## src/rtl/fpu_cvt_pkg.sv

```systemverilog
// Shared definitions for the FP32->integer conversion scheduler.
package fpu_cvt_pkg;

  localparam int FP_W     = 32;
  localparam int NREQ_DEF = 4;

  // Scheduler state encoding
  localparam logic [1:0] ST_IDLE = 2'd0;
  localparam logic [1:0] ST_BUSY = 2'd1;
  localparam logic [1:0] ST_RESP = 2'd2;

  typedef enum logic [1:0] {
    S_IDLE = ST_IDLE,
    S_BUSY = ST_BUSY,
    S_RESP = ST_RESP
  } cvt_state_t;

  // Ceiling log2; used to size requester IDs and the latency counter
  function automatic int clog2(input int value);
    int r;
    int v;
    r = 0;
    v = value - 1;
    while (v > 0) begin
      r = r + 1;
      v = v >> 1;
    end
    return r;
  endfunction

endpackage

```

## src/rtl/cvt_rr_arbiter.sv

```systemverilog
// Combinational round-robin arbiter: first requester at or after rr_ptr wins.
module cvt_rr_arbiter
  import fpu_cvt_pkg::*;
#(
  parameter int NREQ = NREQ_DEF,
  parameter int IDW  = clog2(NREQ)
) (
  input  logic [NREQ-1:0] req,
  input  logic [IDW-1:0]  rr_ptr,
  input  logic            enable,
  output logic [NREQ-1:0] grant,
  output logic [IDW-1:0]  grant_idx,
  output logic            any_grant
);

  // Search rr_ptr, rr_ptr+1, ... (mod NREQ) for the first valid request
  always_comb begin
    grant_idx = '0;
    any_grant = 1'b0;
    if (enable) begin
      for (int k = 0; k < NREQ; k++) begin
        if (!any_grant && req[(int'(rr_ptr) + k) % NREQ]) begin
          any_grant = 1'b1;
          grant_idx = IDW'((int'(rr_ptr) + k) % NREQ);
        end
      end
    end
  end

  // One-hot expansion of the winning index
  generate
    for (genvar gi = 0; gi < NREQ; gi++) begin : g_onehot
      assign grant[gi] = any_grant && (grant_idx == IDW'(gi));
    end
  endgenerate

endmodule

```

## src/rtl/fpu_cvt_scheduler.sv

```systemverilog
// Shares one external fixed-latency FP32->int converter between NREQ requesters.
// Round-robin accept in IDLE, operand held for CVT_LAT cycles in BUSY,
// result returned with the owner ID in RESP under response backpressure.
module fpu_cvt_scheduler
  import fpu_cvt_pkg::*;
#(
  parameter int NREQ    = NREQ_DEF,
  parameter int CVT_LAT = 1,
  parameter int IDW     = clog2(NREQ)
) (
  input  logic                 CLK,
  input  logic                 RESET,
  input  logic [NREQ-1:0]      req_valid,
  input  logic [NREQ*FP_W-1:0] req_operand,
  output logic [NREQ-1:0]      req_ready,
  output logic                 cvt_valid,
  output logic [FP_W-1:0]      cvt_operand,
  input  logic [FP_W-1:0]      cvt_result,
  output logic                 resp_valid,
  output logic [FP_W-1:0]      resp_data,
  output logic [IDW-1:0]       resp_id,
  input  logic                 resp_ready,
  output logic                 busy
);

  // Latency counter only has to hold CVT_LAT-1
  localparam int LCW = (CVT_LAT > 1) ? clog2(CVT_LAT) : 1;

  cvt_state_t        state_reg;
  cvt_state_t        state_next;
  logic [IDW-1:0]    rr_ptr_reg;
  logic [LCW-1:0]    lat_cnt_reg;
  logic [FP_W-1:0]   op_reg;
  logic [FP_W-1:0]   res_reg;
  logic [IDW-1:0]    id_reg;

  logic [NREQ-1:0]   grant;
  logic [IDW-1:0]    grant_idx;
  logic              any_grant;
  logic              arb_enable;
  logic [FP_W-1:0]   operand_arr [NREQ];

  // Unpack the flat operand bus into per-requester words
  generate
    for (genvar gi = 0; gi < NREQ; gi++) begin : g_unpack
      assign operand_arr[gi] = req_operand[gi*FP_W +: FP_W];
    end
  endgenerate

  // Arbitration only runs in IDLE and never while reset is held
  assign arb_enable = (state_reg == S_IDLE) && !RESET;

  cvt_rr_arbiter #(
    .NREQ (NREQ),
    .IDW  (IDW)
  ) u_arb (
    .req       (req_valid),
    .rr_ptr    (rr_ptr_reg),
    .enable    (arb_enable),
    .grant     (grant),
    .grant_idx (grant_idx),
    .any_grant (any_grant)
  );

  // State register
  always_ff @(posedge CLK) begin
    if (RESET) begin
      state_reg <= S_IDLE;
    end else begin
      state_reg <= state_next;
    end
  end

  // Next-state decode and state-derived outputs; outputs are zero outside
  // their owning state so the converter never sees a stale operand as valid
  always_comb begin
    state_next  = state_reg;
    req_ready   = '0;
    cvt_valid   = 1'b0;
    cvt_operand = '0;
    resp_valid  = 1'b0;
    resp_data   = '0;
    resp_id     = '0;
    busy        = (state_reg != S_IDLE);
    case (state_reg)
      S_IDLE: begin
        req_ready = grant;
        if (any_grant) state_next = S_BUSY;
      end
      S_BUSY: begin
        cvt_valid   = 1'b1;
        cvt_operand = op_reg;
        if (lat_cnt_reg == '0) state_next = S_RESP;
      end
      S_RESP: begin
        resp_valid = 1'b1;
        resp_data  = res_reg;
        resp_id    = id_reg;
        if (resp_ready) state_next = S_IDLE;
      end
      default: state_next = S_IDLE;
    endcase
  end

  // Datapath: capture the granted request, count latency, sample the result
  // only on the last BUSY cycle so X on cvt_result elsewhere is ignored
  always_ff @(posedge CLK) begin
    if (RESET) begin
      rr_ptr_reg  <= '0;
      lat_cnt_reg <= '0;
      op_reg      <= '0;
      res_reg     <= '0;
      id_reg      <= '0;
    end else begin
      case (state_reg)
        S_IDLE: begin
          if (any_grant) begin
            op_reg      <= operand_arr[grant_idx];
            id_reg      <= grant_idx;
            lat_cnt_reg <= LCW'(CVT_LAT - 1);
            if (int'(grant_idx) == NREQ - 1) rr_ptr_reg <= '0;
            else                             rr_ptr_reg <= grant_idx + IDW'(1);
          end
        end
        S_BUSY: begin
          if (lat_cnt_reg != '0) lat_cnt_reg <= lat_cnt_reg - LCW'(1);
          else                   res_reg     <= cvt_result;
        end
        default: ;
      endcase
    end
  end

endmodule

```

## config.mk

```make
export PLATFORM = sky130hd
export DESIGN_NAME = fpu_cvt_scheduler
export DESIGN_NICKNAME = d
export VERILOG_FILES = /design/src/rtl/fpu_cvt_pkg.sv /design/src/rtl/cvt_rr_arbiter.sv /design/src/rtl/fpu_cvt_scheduler.sv
export SDC_FILE = /design/constraint.sdc
export NUM_CORES = 1
export LEC_CHECK = 0
export CAP_MARGIN = 20
export CORE_AREA = 4 4 92 94
export CTS_BUF_LIST = sky130_fd_sc_hd__clkbuf_8
export DETAILED_ROUTE_END_ITERATION = 8
export DIE_AREA = 0 0 96 98
export DONT_BUFFER_PORTS = 1
export GPL_TIMING_DRIVEN = 0
export SLEW_MARGIN = 5
export SYNTH_ARGS = -nofsm -noshare
export SYNTH_HDL_FRONTEND = slang
export SYNTH_HIERARCHICAL = 1
export SYNTH_SLANG_ARGS = --single-unit
```

## constraint.sdc

```tcl
create_clock -name CLK -period 2.9 [get_ports CLK]
set_input_delay 0.29 -clock CLK [delete_from_list [all_inputs] [get_ports CLK]]
set_output_delay 0.29 -clock CLK [all_outputs]
set_load 0.02 [all_outputs]
```

# Word level (Yosys, flattened, before mapping)
# Index checks and enable logic that the tools add are counted.
[totals] regBits=71 out_inout_bits=73 wordCells=94
[op_classes] add_sub_neg=5 magnitude_cmp=5 n_eq_ne=9 n_mux=41 n_bitwise=5 reduce_logical=23
[op_table] op="$mux 32" n=4
[op_table] op="$bmux 32 s2" n=1
[op_table] op="$mux 2" n=10
[op_table] op="$mux 1" n=19
[op_table] op="$lt 3x4->1 const B" n=3
[op_table] op="$bmux 1 s2" n=4
[op_table] op="$logic_and 1x1->1" n=8
[op_table] op="$eq 2x1->1 const B" n=3
[op_table] op="$eq 2x2->1 const B" n=3
[op_table] op="$pmux 2 s3" n=1
[op_table] op="$reduce_and 2->1" n=3
[op_table] op="$reduce_or 2->1" n=3
[op_table] op="$add 2x1->2 const B" n=2
[op_table] op="$add 2x2->2 const B" n=2
[op_table] op="$logic_not 1->1" n=4
[op_table] op="$logic_not 2->1" n=2
[op_table] op="$mux 4" n=1
[op_table] op="$ne 2x2->1 const B" n=2
[op_table] op="$reduce_bool 2->1" n=2
[op_table] op="$and 1x1->1 const A" n=3
[op_table] op="$ge 3x3->1 const B" n=1
[op_table] op="$lt 2x3->1 const B" n=1
[op_table] op="$not 2->3" n=1
[op_table] op="$reduce_and 3->1" n=1
[op_table] op="other kinds (4)" n=4

# Longest topological paths before layout
# Gate-level depths: netlist of run 1.
[logic_depth] ltp_word=21 ltp_mapped=9 depth_no_buf=8

# Modules after synthesis
# The synthesis of run 1 kept the hierarchy.
[modules_own_cells] mod="fpu_cvt_scheduler" instances=1 cells_per_inst=354 area_each_um2=3622.2
[modules_own_cells] mod="cvt_rr_arbiter" instances=1 cells_per_inst=19 area_each_um2=140.1

# Worst setup path before layout of run 1
# OpenSTA, ideal clock, no wires.
[synth_timing] kind="flip-flop to flip-flop" from="register rr_ptr_reg[1]" to="register op_reg[21]" t_arrival_ns=2.171 required_ns=2.783 setup_slack_ns=0.613 stages_incl_launch_ff=8 n_path_buf=2 synth_period_minus_slack_ns=2.287 cell_sequence="dfxtp_1 mux2_4 a221o_1 nor2_1 buf_6 buf_12 mux4_2 a22o_1"
[synth_via] elab_chain_len=20 elab_cells_between_ends=38 classes_between="add/sub: 3; mux: 27; bitwise: 1; reduce/logical: 7"
[synth_rtl] item="start: declaration" line_no="fpu_cvt_scheduler.sv:31" rtl="logic [IDW-1:0] rr_ptr_reg;"
[synth_rtl] item="start signal: assignment" line_no="fpu_cvt_scheduler.sv:122" rtl="else rr_ptr_reg <= grant_idx + IDW'(1);"
[synth_rtl] item="branches (longest 14 deep; another with $add 2x1->2)"
[synth_rtl] item="$mux 2 (*)" line_no="cvt_rr_arbiter.sv:22" rtl="if (!any_grant && req[(int'(rr_ptr) + k) % NREQ]) begin"
[synth_rtl] item="$mux 2 (*)" line_no="cvt_rr_arbiter.sv:20" rtl="if (enable) begin"
[synth_rtl] item="named net grant_idx[0]" line_no="fpu_cvt_scheduler.sv:38" rtl="logic [IDW-1:0] grant_idx;"
[synth_rtl] item="$not 2->3 (implied by the code) (*)" line_no="fpu_cvt_scheduler.sv:118" rtl="op_reg <= operand_arr[grant_idx];"
[synth_rtl] item="$bmux 32 s2 (*)" line_no="fpu_cvt_scheduler.sv:118"
[synth_rtl] item="$mux 32 (implied by the code) (*) (2 in series)" line_no="fpu_cvt_scheduler.sv:118"
[synth_rtl] item="end signal: assignment" line_no="fpu_cvt_scheduler.sv:118"
[synth_rtl] item="end: declaration" line_no="fpu_cvt_scheduler.sv:33" rtl="logic [FP_W-1:0] op_reg;"
# Mark *: on every way through the listed nets, which the timed path passes. The select of a mux whose other input is x is not followed.
# A chain may end at the register's enable or synchronous reset.

# Final worst setup path of run 1
[layout_timing] from="register rr_ptr_reg[1]" to="register op_reg[19]"
# The elaborated chain is that of the path after synthesis.

==> qor.csv, run 1 <==
metric,value,unit
grt.total_usage,21.5,%
yosysTopAreaCellShare,37.2,%
rsz0062_at_grt,no,
die_w,96,um
drt_wl_total,10.2,mm
min_path_type,in -> reg,
slew_viol_final,0,
worst_pin_slew,0.648,ns
status,"finished, final reports clean",
hpwl,8.34,mm
antenna_found_initial,1,
hp-start,cvt_result[10],
ys_ff_latch,70,
power.total,2.28,mW
critical_path_arrival,2.72,ns
fillers,686,
endpoint_kind,flip-flop,
syn_to_final_growth,8.41,%
ant_nets,0,
h-tree-depth,3,
finClkSkew,0.0112,ns
hold_end,res_reg[10],
max-vdd-ir-drop,0.000224,V
syn_inst,373,
synth_top_area_cell,dfxtp_1,
crit_required,3.13,ns
cts_resized,0,
clock_latency,0.34,ns
cts_buffers,9,
reg2reg_slack,0.41,ns
core,7650,um2
drtIter0Drc,83,
ctsHoldBuffers,0,
portBuffers,0,
finalHoldViolCount,0,
grt_use_met2,36.2,%
layout-drive-gt1-share,19.1,%
holdPathStages,2,
p_leak,1.52,nW
ff2ff_path_depth,7,
vias,2868,
grt_pass1_wl,15.4,mm
vias_per_cell,5.85,
finalCriticalPeriod,2.49,ns
top_usage_layer,met2,
start_util,49.2,%
num_rows,32,
cts_sinks,70,
wire_per_inst,20.9,um
startpoint,rr_ptr_reg[1],
met1_usage,26.0,%
io_pins,240,
syn_nets,541,
final_common_cell,and2_1,
die_y,98,um
yosysUniqueCellTypes,31,
dieArea,9410,um2
diodes,0,
setup_violations,0,
yosysSeqAreaShare,37.2,%
slowest_stage,mux4_2,
period_share,85.9,%
syn_avg_cell_area,10.1,um2
final_nets,552,
netlist_area,3760,um2
cts_setup_buffers,0,
routabilityCongestion,0.744,
rr_startpoint,rr_ptr_reg[1],
path_clk_slew,0.07,ns
cp_max_fo,10,
slew_headroom,56.8,%
cts_tree,done,
cap_violations,0,
crit_path_cell_trace,mux2_4 > a221o_1 > nor2_1 > buf_6 > buf_12 > mux4_2 > a22o_1,
cts_buffer_depth,2,
fmax,401,MHz
tns,0,ns
root_buffer,clkbuf_8,
grt_pass1_vias,2919,
route.detailed.drc,0,
synthTopCellsByArea,"dfxtp_1, mux4_2, and2_1",
grt_overflow,0,
met3_usage,7.32,%
drt_pre_antenna_iters,4,
r2r-end,op_reg[19],
layout_common_cells,"and2_1, dfxtp_1, nand2_1",
critical_path_class,reg -> reg,
yosys_warnings,6,
grt_max_degree,12,
max_stage_delay,0.51,ns
critPathLaunchType,flip-flop,
p_per_area,560,nW/um2
-- critical path, delay by kind of cell, from the launching register on --
family | cells | cell delay, ns
AO/OA/AOI/OAI | 2 | 0.56
buffers and inverters | 2 | 0.36
flip-flops | 1 | 0.41
multiplexers | 2 | 0.83
AND/OR/NAND/NOR | 1 | 0.22
-- report_power, final --
part	switching, mW	internal (mW)
Combinational	0.227	0.223
Sequential	0.0380	1.04
Clock	0.349	0.410
-- cell type report --
cell class	instances	area, um2	share of cell area (%)
sequential	70	1400	34.4
tap	102	128	3.13
clock buffer	10	138	3.37
multi-input combinational	266	2130	52.2
inverter	4	15.0	0.368
buffer	33	218	5.34
clock inverter	5	51.3	1.26
-- synth_stat cells --
| master | number |
|---|---|
| a21oi_1 | 36 |
| a221o_1 | 1 |
| a22o_1 | 32 |
| a2bb2oi_1 | 1 |
| and2_1 | 72 |
| and2b_1 | 1 |
| and3_1 | 1 |
| buf_1 | 1 |
| buf_12 | 3 |
| buf_2 | 15 |
| buf_4 | 5 |
| buf_6 | 1 |
| clkbuf_1 | 8 |
| dfxtp_1 | 70 |
| ha_1 | 1 |
| inv_1 | 3 |
| inv_2 | 1 |
| mux2_4 | 1 |
| mux2i_1 | 4 |
| mux4_1 | 4 |
| mux4_2 | 28 |
| nand2_1 | 65 |
| nand2b_1 | 3 |
| nand3b_1 | 1 |
| nor2_1 | 8 |
| nor2_2 | 1 |
| nor3_2 | 2 |
| nor3b_1 | 1 |
| nor3b_2 | 1 |
| nor3b_4 | 1 |
| o41ai_2 | 1 |
-- logic make-up (layout without fill, tap and decap cells) --
kind of cell               count (synthesis)  after routing  synth area share (%)
DFF                                       70             70                  37.2
AOI/OAI and AO/OA                         71             71                  13.2
and+or+nand+nor                          157            157                  22.0
buffers and inverters                     37             52                  6.19
adders and majority gates                  1              1                 0.333
muxes                                     37             37                  21.0
-- per-layer routing --
metal	part of all wire (%)	routed length [um]
met1	38	3920
met2	51	5190
met3	9.9	1010
met4	1.3	131
met5	0	0
-- worst max-delay path by stage --
stage	end	slack, ns	depth (start not counted)
floorplan	op_reg[21]	0.61	7
global placement	op_reg[12]	0.42	7
detailed placement	op_reg[19]	0.40	7
CTS	op_reg[19]	0.38	7
global route	op_reg[19]	0.26	7
finish	op_reg[19]	0.41	7
-- per-stage QoR --
stage | cells | instance area (um2) | setup WS (ns) | hold slack [ns] | util [%]
finish | 490 | 4080 | 0.409 | 0.0817 | 53.3
global route | 490 | 4080 | 0.258 | 0.0646 | 53.3
CTS | 490 | 4080 | 0.378 | 0.0674 | 53.3
detailed placement | 475 | 3890 | 0.404 | 0.434 | 50.9
global placement | 475 | 3890 | 0.419 | 0.429 | 50.9
floorplan | 373 | 3760 | 0.613 | 0.426 | -
Power figures use the tool's default switching activity.
==> run 2, diff against run 1 <==
Settings changed: CORE_AREA 4 4 92 94 to 4 4 91 93, DIE_AREA 0 0 96 98 to 0 0 95 97, PLACE_DENSITY set to 0.65.
==> run 2 against run 1 <==
First-iteration DRC count decreased by 12%. Combinational power about the same. Non-clock buffer count did not move. Via count fell by 0.98%. Hold slack better by 0.0055 ns. Clock skew fell by 0.0030 ns. Routed wire length is 0.67% higher. Maximum frequency fell by 2.3%. Register-to-register slack got worse by 0.06 ns. Largest cell class unchanged. Highest routed layer unchanged.
==> qor.csv, run 2 (same netlist as run 1, synthesis figures left out) <==
metric,value,unit,change
final_nets,552,,unchanged
critical_path_class,reg -> reg,,
die_w,95,um,-1.0%
grt_pass1_wl,15.4,mm,-0.13%
status,"finished, final reports clean",,
intPower,1.78,mW,+6.8%
min_path_type,in -> reg,,
startpoint,rr_ptr_reg[1],,
final_common_cell,and2_1,,
power_switching,0.609,mW,-0.77%
cts_resized,0,,unchanged
max-vdd-ir-drop,0.000286,V,+28%
endpoint_kind,flip-flop,,
layout-drive-gt1-share,19.3,%,+0.26 points
drtIter0Drc,73,,-12%
p_leak,1.54,nW,+1.0%
p_seq_share,45.0,%,-2.1 points
crit_required,3.12,ns,about the same
crit_family,multiplexers,,
vias,2840,,-0.98%
io_pins,240,,unchanged
cts_tree,done,,
path_clk_slew,0.08,ns,about the same
cap_violations,0,,unchanged
num_rows,32,,unchanged
slew_viol_final,0,,unchanged
clock_latency,0.33,ns,about the same
max_stage_delay,0.53,ns,+0.02 ns
setup_ws,0.349,ns,-0.0597 ns
root_buffer,clkbuf_8,,
rr_startpoint,rr_ptr_reg[1],,
grt_pass1_vias,2836,,-2.8%
drt_pre_antenna_iters,4,,unchanged
finalCriticalPeriod,2.55,ns,+0.0597 ns
hp-start,cvt_result[25],,
fmax,392,MHz,-2.3%
ctsHoldBuffers,0,,unchanged
cts_setup_buffers,0,,unchanged
power.total,2.39,mW,+4.8%
tns,0,ns,unchanged
dieArea,9220,um2,-2.1%
grt_overflow,0,,unchanged
multi_input_area,2130,um2,unchanged
setup_violations,0,,unchanged
final_area,4110,um2,+0.86%
pwr-share-comb,18.9,%,-0.8 points
cp_max_fo,10,,unchanged
seq_area,1400,um2,unchanged
cts_buffers,9,,unchanged
critPathBufInv,2,,unchanged
routabilityCongestion,0.820,,+10%
dpl-instance-area,3890,um2,unchanged
drt_wl_total,10.3,mm,+0.67%
route.detailed.drc,0,,unchanged
hpwl,8.34,mm,about the same
crit_path_cell_trace,mux2_4 > a221o_1 > nor2_1 > buf_6 > buf_12 > mux4_2 > a22o_1,,
finalHoldViolCount,0,,unchanged
cts_sinks,70,,unchanged
core,7530,um2,-1.6%
grt.total_usage,22.0,%,+0.43 points
whs,0.0872,ns,+0.00547 ns
rsz0062_at_grt,no,,
wire_per_inst,21.0,um,+0.47%
layout_common_cells,"and2_1, dfxtp_1, nand2_1",,
h-tree-depth,3,,unchanged
ant_nets,0,,unchanged
fillers,681,,-0.73%
clkPwrFrac,36.1,%,+2.9 points
slowest_stage,mux4_2,,
cts_buffer_depth,2,,unchanged
worst_pin_slew,0.651,ns,+0.00268 ns
antenna_found_initial,1,,unchanged
critPathLaunchType,flip-flop,,
critical_path_arrival,2.77,ns,+0.05 ns
period_share,88.0,%,+2.1 points
dpl_worst_slack,0.381,ns,-0.0224 ns
grt_max_degree,12,,unchanged
p_per_area,582,nW/um2,+3.9%
finClkSkew,0.00813,ns,-0.00304 ns
start_util,50.0,%,+0.79 points
switching_share,25.4,%,-1.4 points
portBuffers,0,,unchanged
die_y,97,um,-1.0%
syn_to_final_growth,9.34,%,
slew_headroom,56.6,%,-0.18 points
vias_per_cell,5.78,,-1.2%
==> run 2: final cells by class <==
| class | count | share of cell area [%] |
|---|---|---|
| flip-flops and latches | 70 | 34.1 |
| diodes | 1 | 0.0608 |
| plain buffers | 33 | 5.29 |
| clock buffers | 11 | 3.68 |
| inverters | 4 | 0.365 |
| well taps | 102 | 3.10 |
| multi-input cells | 266 | 51.7 |
| clock inverters | 4 | 1.70 |
==> run 2: worst paths after layout <==
check	end	slack (ns)	cells after the start
worst min-delay path	res_reg[25]	0.09	2
worst min register to register	res_reg[10]	0.45	2
worst max-delay path	op_reg[6]	0.35	7
worst max register to register	op_reg[6]	0.35	7
==> run 2: routing by layer <==
layer | GRT usage [%] | wire length, um | up-vias
met5 | 0 | 0 | -
met2 | 36.7 | 5190 | 161
met4 | 8.10 | 138 | 0
li1 | - | - | 1333
met3 | 6.53 | 1030 | 13
met1 | 26.4 | 3960 | 1333
==> run 2: per-stage QoR <==
step	utilization, %	instances
after floorplan	-	373
after global placement	51.7	475
after detailed placement	51.7	475
after CTS	54.6	490
after global routing	54.7	491
final	54.7	491
==> run 2: power by group through the flow <==
stage	clock network (mW)	registers, mW	logic, mW
floorplan	0	1.09	0.384
global placement	0	1.10	0.449
detailed placement	0	1.10	0.459
CTS	0.890	1.08	0.458
global route	0.931	1.09	0.496
finish	0.865	1.08	0.451
